[config.mk]
export PLATFORM = sky130hd
export DESIGN_NAME = int_ctrl
export DESIGN_NICKNAME = d
export VERILOG_FILES = /design/src/rtl/cpu_pkg.sv /design/src/rtl/prio_enc.sv /design/src/rtl/int_ctrl.sv
export SDC_FILE = /design/constraint.sdc
export NUM_CORES = 1
export LEC_CHECK = 0
export ABC_AREA = 1
export CAP_MARGIN = 30
export CORE_MARGIN = 2
export CORE_UTILIZATION = 38
export DETAILED_ROUTE_END_ITERATION = 7
export PLACE_DENSITY = 0.77
export SLEW_MARGIN = 20
export SYNTH_ARGS = -nofsm -noshare
export SYNTH_HDL_FRONTEND = slang
export SYNTH_SLANG_ARGS = --single-unit
export TNS_END_PERCENT = 5
[constraint.sdc]
create_clock -name CLK -period 1.1 [get_ports CLK]
set_input_delay 0.22 -clock CLK [delete_from_list [all_inputs] [get_ports CLK]]
set_output_delay 0.22 -clock CLK [all_outputs]
set_load 0.005 [all_outputs]
[src/rtl/cpu_pkg.sv]
// Shared types and constants for the CPU control blocks.
package cpu_pkg;

  typedef enum logic [1:0] {
    IDLE    = 2'd0,
    PUSH    = 2'd1,
    JUMP    = 2'd2,
    SERVICE = 2'd3
  } state_t;

  localparam int ADDR_W  = 16;
  localparam int CAUSE_W = 3;
  localparam logic [ADDR_W-1:0] VEC_BASE_DEFAULT = 16'h0010;

  // Vector for a line: base plus zero-extended cause, wrapping at the address width.
  function automatic logic [ADDR_W-1:0] vec_addr(input logic [ADDR_W-1:0] base,
                                                 input logic [CAUSE_W-1:0] cause);
    return base + {{(ADDR_W-CAUSE_W){1'b0}}, cause};
  endfunction

endpackage

[src/rtl/prio_enc.sv]
// Lowest-index-first priority encoder with a valid flag.
module prio_enc #(
  parameter int N = 4,
  parameter int W = 3
) (
  input  logic [N-1:0] req,
  output logic [W-1:0] idx,
  output logic         valid
);

  // Scanning downward lets the lowest set bit overwrite any higher one.
  always_comb begin
    idx   = '0;
    valid = 1'b0;
    for (int i = N - 1; i >= 0; i--) begin
      if (req[i]) begin
        idx   = W'(i);
        valid = 1'b1;
      end
    end
  end

endmodule

[src/rtl/int_ctrl.sv]
// Interrupt sequencer: edge-latched requests, prioritised take at instruction
// boundaries, return-address push handshake and a one-cycle vector jump.
module int_ctrl
  import cpu_pkg::*;
#(
  parameter int                NIRQ     = 4,
  parameter logic [ADDR_W-1:0] VEC_BASE = VEC_BASE_DEFAULT
) (
  input  logic                CLK,
  input  logic                RST,
  input  logic [NIRQ-1:0]     IRQ,
  input  logic                IE,
  input  logic [NIRQ-1:0]     MASK,
  input  logic                INSTR_DONE,
  input  logic                RETI,
  input  logic                PUSH_ACK,
  output logic                PUSH_REQ,
  output logic                INTjmp,
  output logic [ADDR_W-1:0]   Aint,
  output logic                ACTIVE,
  output logic [CAUSE_W-1:0]  CAUSE
);

  state_t              state, state_next;
  logic [NIRQ-1:0]     irq_q;
  logic [NIRQ-1:0]     pend, pend_next;
  logic [NIRQ-1:0]     eligible, take_mask;
  logic [CAUSE_W-1:0]  win_idx;
  logic                win_valid;
  logic                push_req_next, intjmp_next, active_next;
  logic [ADDR_W-1:0]   aint_next;
  logic [CAUSE_W-1:0]  cause_next;

  assign eligible = IE ? (pend & MASK) : '0;

  prio_enc #(.N(NIRQ), .W(CAUSE_W)) u_prio (
    .req   (eligible),
    .idx   (win_idx),
    .valid (win_valid)
  );

  always_comb begin
    state_next    = state;
    push_req_next = PUSH_REQ;
    intjmp_next   = 1'b0;
    aint_next     = '0;
    active_next   = ACTIVE;
    cause_next    = CAUSE;
    take_mask     = '0;
    case (state)
      IDLE: begin
        if (win_valid && INSTR_DONE) begin
          take_mask     = NIRQ'(1) << win_idx;
          cause_next    = win_idx;
          push_req_next = 1'b1;
          state_next    = PUSH;
        end
      end
      PUSH: begin
        // An ack only counts while our request is visible on the port.
        if (PUSH_ACK && PUSH_REQ) begin
          push_req_next = 1'b0;
          intjmp_next   = 1'b1;
          aint_next     = vec_addr(VEC_BASE, CAUSE);
          state_next    = JUMP;
        end
      end
      JUMP: begin
        active_next = 1'b1;
        state_next  = SERVICE;
      end
      SERVICE: begin
        if (RETI) begin
          active_next = 1'b0;
          state_next  = IDLE;
        end
      end
      default: state_next = IDLE;
    endcase
    // A fresh edge in the take cycle re-pends the line.
    pend_next = (pend & ~take_mask) | (IRQ & ~irq_q);
  end

  always_ff @(posedge CLK) begin
    if (!RST) begin
      state    <= IDLE;
      irq_q    <= '0;
      pend     <= '0;
      PUSH_REQ <= 1'b0;
      INTjmp   <= 1'b0;
      Aint     <= '0;
      ACTIVE   <= 1'b0;
      CAUSE    <= '0;
    end else begin
      state    <= state_next;
      irq_q    <= IRQ;
      pend     <= pend_next;
      PUSH_REQ <= push_req_next;
      INTjmp   <= intjmp_next;
      Aint     <= aint_next;
      ACTIVE   <= active_next;
      CAUSE    <= cause_next;
    end
  end

endmodule

==> results <==
-- Yosys cell counts, drive strengths merged, types with 2 or more instances --
library cell  number
a21oi              4
and2               2
buf               15
dfxtp             18
ha                 4
inv               14
nand2             29
nand3              6
nor2              12
nor3               2
o21ai              3
o21bai             4
-- routing by layer --
metal / vias up / track usage / share of wire
li1: 411 / - / -
met1: 366 / 0.148 / 0.41
met2: 32 / 0.236 / 0.53
met3: 2 / 0.0194 / 0.058
met4: 0 / 0.0726 / 0.0068
met5: - / 0 / 0
-- critical path, cell delays in order, from the launching register on --
cell and delay (ns):
dfxtp_4 0.39, inv_4 0.06, ha_4 0.17, nand2_4 0.06, o21ai_4 0.07, o31ai_4 0.23, a21oi_1 0.06
-- flip-flops by register name, summed over array words and instances (netlist names) --
signal	count
PUSH_REQ	1
state	2
ACTIVE	1
CAUSE	2
pend	4
irq_q	4
INTjmp	1
Aint	3
-- layout make-up --
type / instances / area share
tap: 30 / 0.0271
clock buffer: 3 / 0.0163
timing repair buffer: 31 / 0.212
inverter: 14 / 0.0397
sequential: 18 / 0.273
multi-input combinational: 85 / 0.432
-- metrics by stage --
stage,cell area (um^2),power (mW),setup slack (ns)
finish,1390,2.06,-0.0645
global route,1390,2.19,-0.123
CTS,1210,1.78,-0.184
detailed placement,1170,1.44,-0.533
global placement,1170,1.40,-0.429
floorplan,991,1.22,-0.0248
-- cells by family (layout without fill, tap and decap cells) --
| group | Yosys count | count (layout) | synth area share |
|---|---|---|---|
| adders and majority gates | 4 | 4 | 0.0532 |
| DFF | 18 | 18 | 0.383 |
| and+or+nand+nor | 53 | 53 | 0.265 |
| other | 1 | 14 | 0.00399 |
| AOI/OAI and AO/OA | 14 | 14 | 0.122 |
| buffers and inverters | 29 | 48 | 0.173 |
-- power by group through the flow --
stage | clock network (mW) | registers [mW] | logic [mW]
CTS | 0.336 | 0.779 | 0.661
global route | 0.347 | 0.830 | 1.01
finish | 0.326 | 0.820 | 0.919
global placement | 0 | 0.791 | 0.610
detailed placement | 0 | 0.794 | 0.641
floorplan | 0 | 0.791 | 0.424
-- worst min-delay path by stage --
stage / slack, ns / to / start
after floorplan: 0.32 / irq_q[2]$_SDFF_PN0_ / IRQ[2]
after CTS: 0.46 / irq_q[2]$_SDFF_PN0_ / IRQ[2]
after detailed placement: 0.47 / pend[2]$_SDFF_PN0_ / irq_q[2]$_SDFF_PN0_
final: 0.32 / state[0]$_SDFFE_PN0P_ / RST
after global placement: 0.46 / pend[2]$_SDFF_PN0_ / irq_q[2]$_SDFF_PN0_
after global routing: 0.33 / state[0]$_SDFFE_PN0P_ / RST
-- timing repair --
item / CTS / global route
pin swaps: 2 / 11
gates cloned: 0 / 0
gates resized for setup: 16 / 43
setup buffers: 2 / 2
setup endpoints to repair: 20 / 19
==> impl_results.md <==
- Max Transition Viols Final: 0
- Most common cell after layout, fill and taps aside: nand2_1
- Status: finished with violations
- Mapped cell area: 941 um^2
- Post-Route WL: 2040 um
- Final RePlAce weighted congestion: 0.835
- Root Driver: clkbuf_4
- Filler Cell Count: 197
- Seq/Total Area, Yosys: 0.383
- Synth-to-Final Area Change: 47.2%
- Ys Warns: 0
- CP Launch Type: flop
- Worst hold stages: 3
- Die width: 53.8 um
- Core area: 0.00241 mm^2
- Synthesized area per cell: 7.91 um^2
- IO buf count: 21
- HP Class: in2reg
- H-tree level count: 1
- Yosys cell types: 28
- Worst EP required: around 1.3 ns
- Max-Cap Viols: 0
- Total Routing Usage GR: 0.132
- RSZ-0062 raised after global routing: true
- NetSw: 0.756 mW
- CP endpoint kind: flop
- Rows: 18
- PwrDens: 1490 mW/mm^2
- Number of synthesized register bits: 18
- Arr. time, crit path: ~1.4 ns
- CTS tree: yes
- Critical path origin: state[1]$_SDFFE_PN0P_
- Vias: 811
- Largest net degree at the start of global routing: 10
- Total grt overflow: 0
- Final period utilization: 1.06
- Leakage: roughly 0.66 nW
- Min cycle time layout: 1.16 ns
- Seq pwr share: 0.397
- Vias in the first global route: ~680
- Footprint of the multi-input gates: 598 um^2
- Clock power frac: 0.158
- Initial drt markers: 10
- First-pass GRT wire length: 2730 um
- CTS Sinks: 18
- CTS Buf Count: 3
- Final hold vios: 0
- Final core occ: 0.575
- Number of synthesized flops with an enable pin: 0
- Critical path type: reg2reg
- Top FF cell, synth: dfxtp_1
- Logic pwr share: 0.445
- FF/Latch Area: 378 um^2
- IO Pins: 36
- Final hold slack: 0.319 ns
- DRC Markers: 0
- CTS clk-pin slew, worst paths: 0.10 ns
- R2R setup slack: -0.06 ns
- Most frequent cells in the layout: 23 x nand2_1, 14 x conb_1, 11 x nor2_1
- Avg WL per Cell: 11.3 um
- Share of layout cells above drive strength 1: 0.364
- Synth top area share: 0.383
- Clock tree buffer depth: 2
- HPWL after DPL: roughly 1500 um
- Die footprint: around 0.0029 mm^2
- Crit Reg-Reg Startpoint: state[1]$_SDFFE_PN0P_
- Setup_tns: -0.149 ns
- Initial antenna violation count: 0
- Crit-path max FO: 3
- Fin Clk Skew: 0.000533 ns
- Non-Filler Instances: between 150 and 200
- Switching Share: 0.366
- # diodes: 0
- Largest area contributor in the netlist: dfxtp_1
- Async set or reset register ratio after synthesis: 0
- Initial Util: 0.390
- Synth area leaders: dfxtp_1 38%, buf_4 11%, nand2_1 9.6%, ha_1 5.3%, inv_1 4.8%
- Internal cell power: 1.31 mW
- Final Setup Violations: 6
- Crit path to: state[0]$_SDFFE_PN0P_
- Worst r2r path cells: 6
- Post-route ant nets: 0
- Clk Latency, worst-skew pair: between 0.2 and 0.3 ns
- Cells after Synth: 119
- Final setup margin: -0.0645 ns
- Cts hold-fix bufs: 0
- Vias per inst: 4.48
- Drt pass-1 iters: 4
- Peak supply drop: 0.00102 V
- Die height: 53.8 um
- Placed Cells: 174
- Reg2reg end: state[0]$_SDFFE_PN0P_
- Failing checks: negative setup slack
- Peak Freq: around 860 MHz
- Nets: between 150 and 200
(Power assumes the default switching activity.)
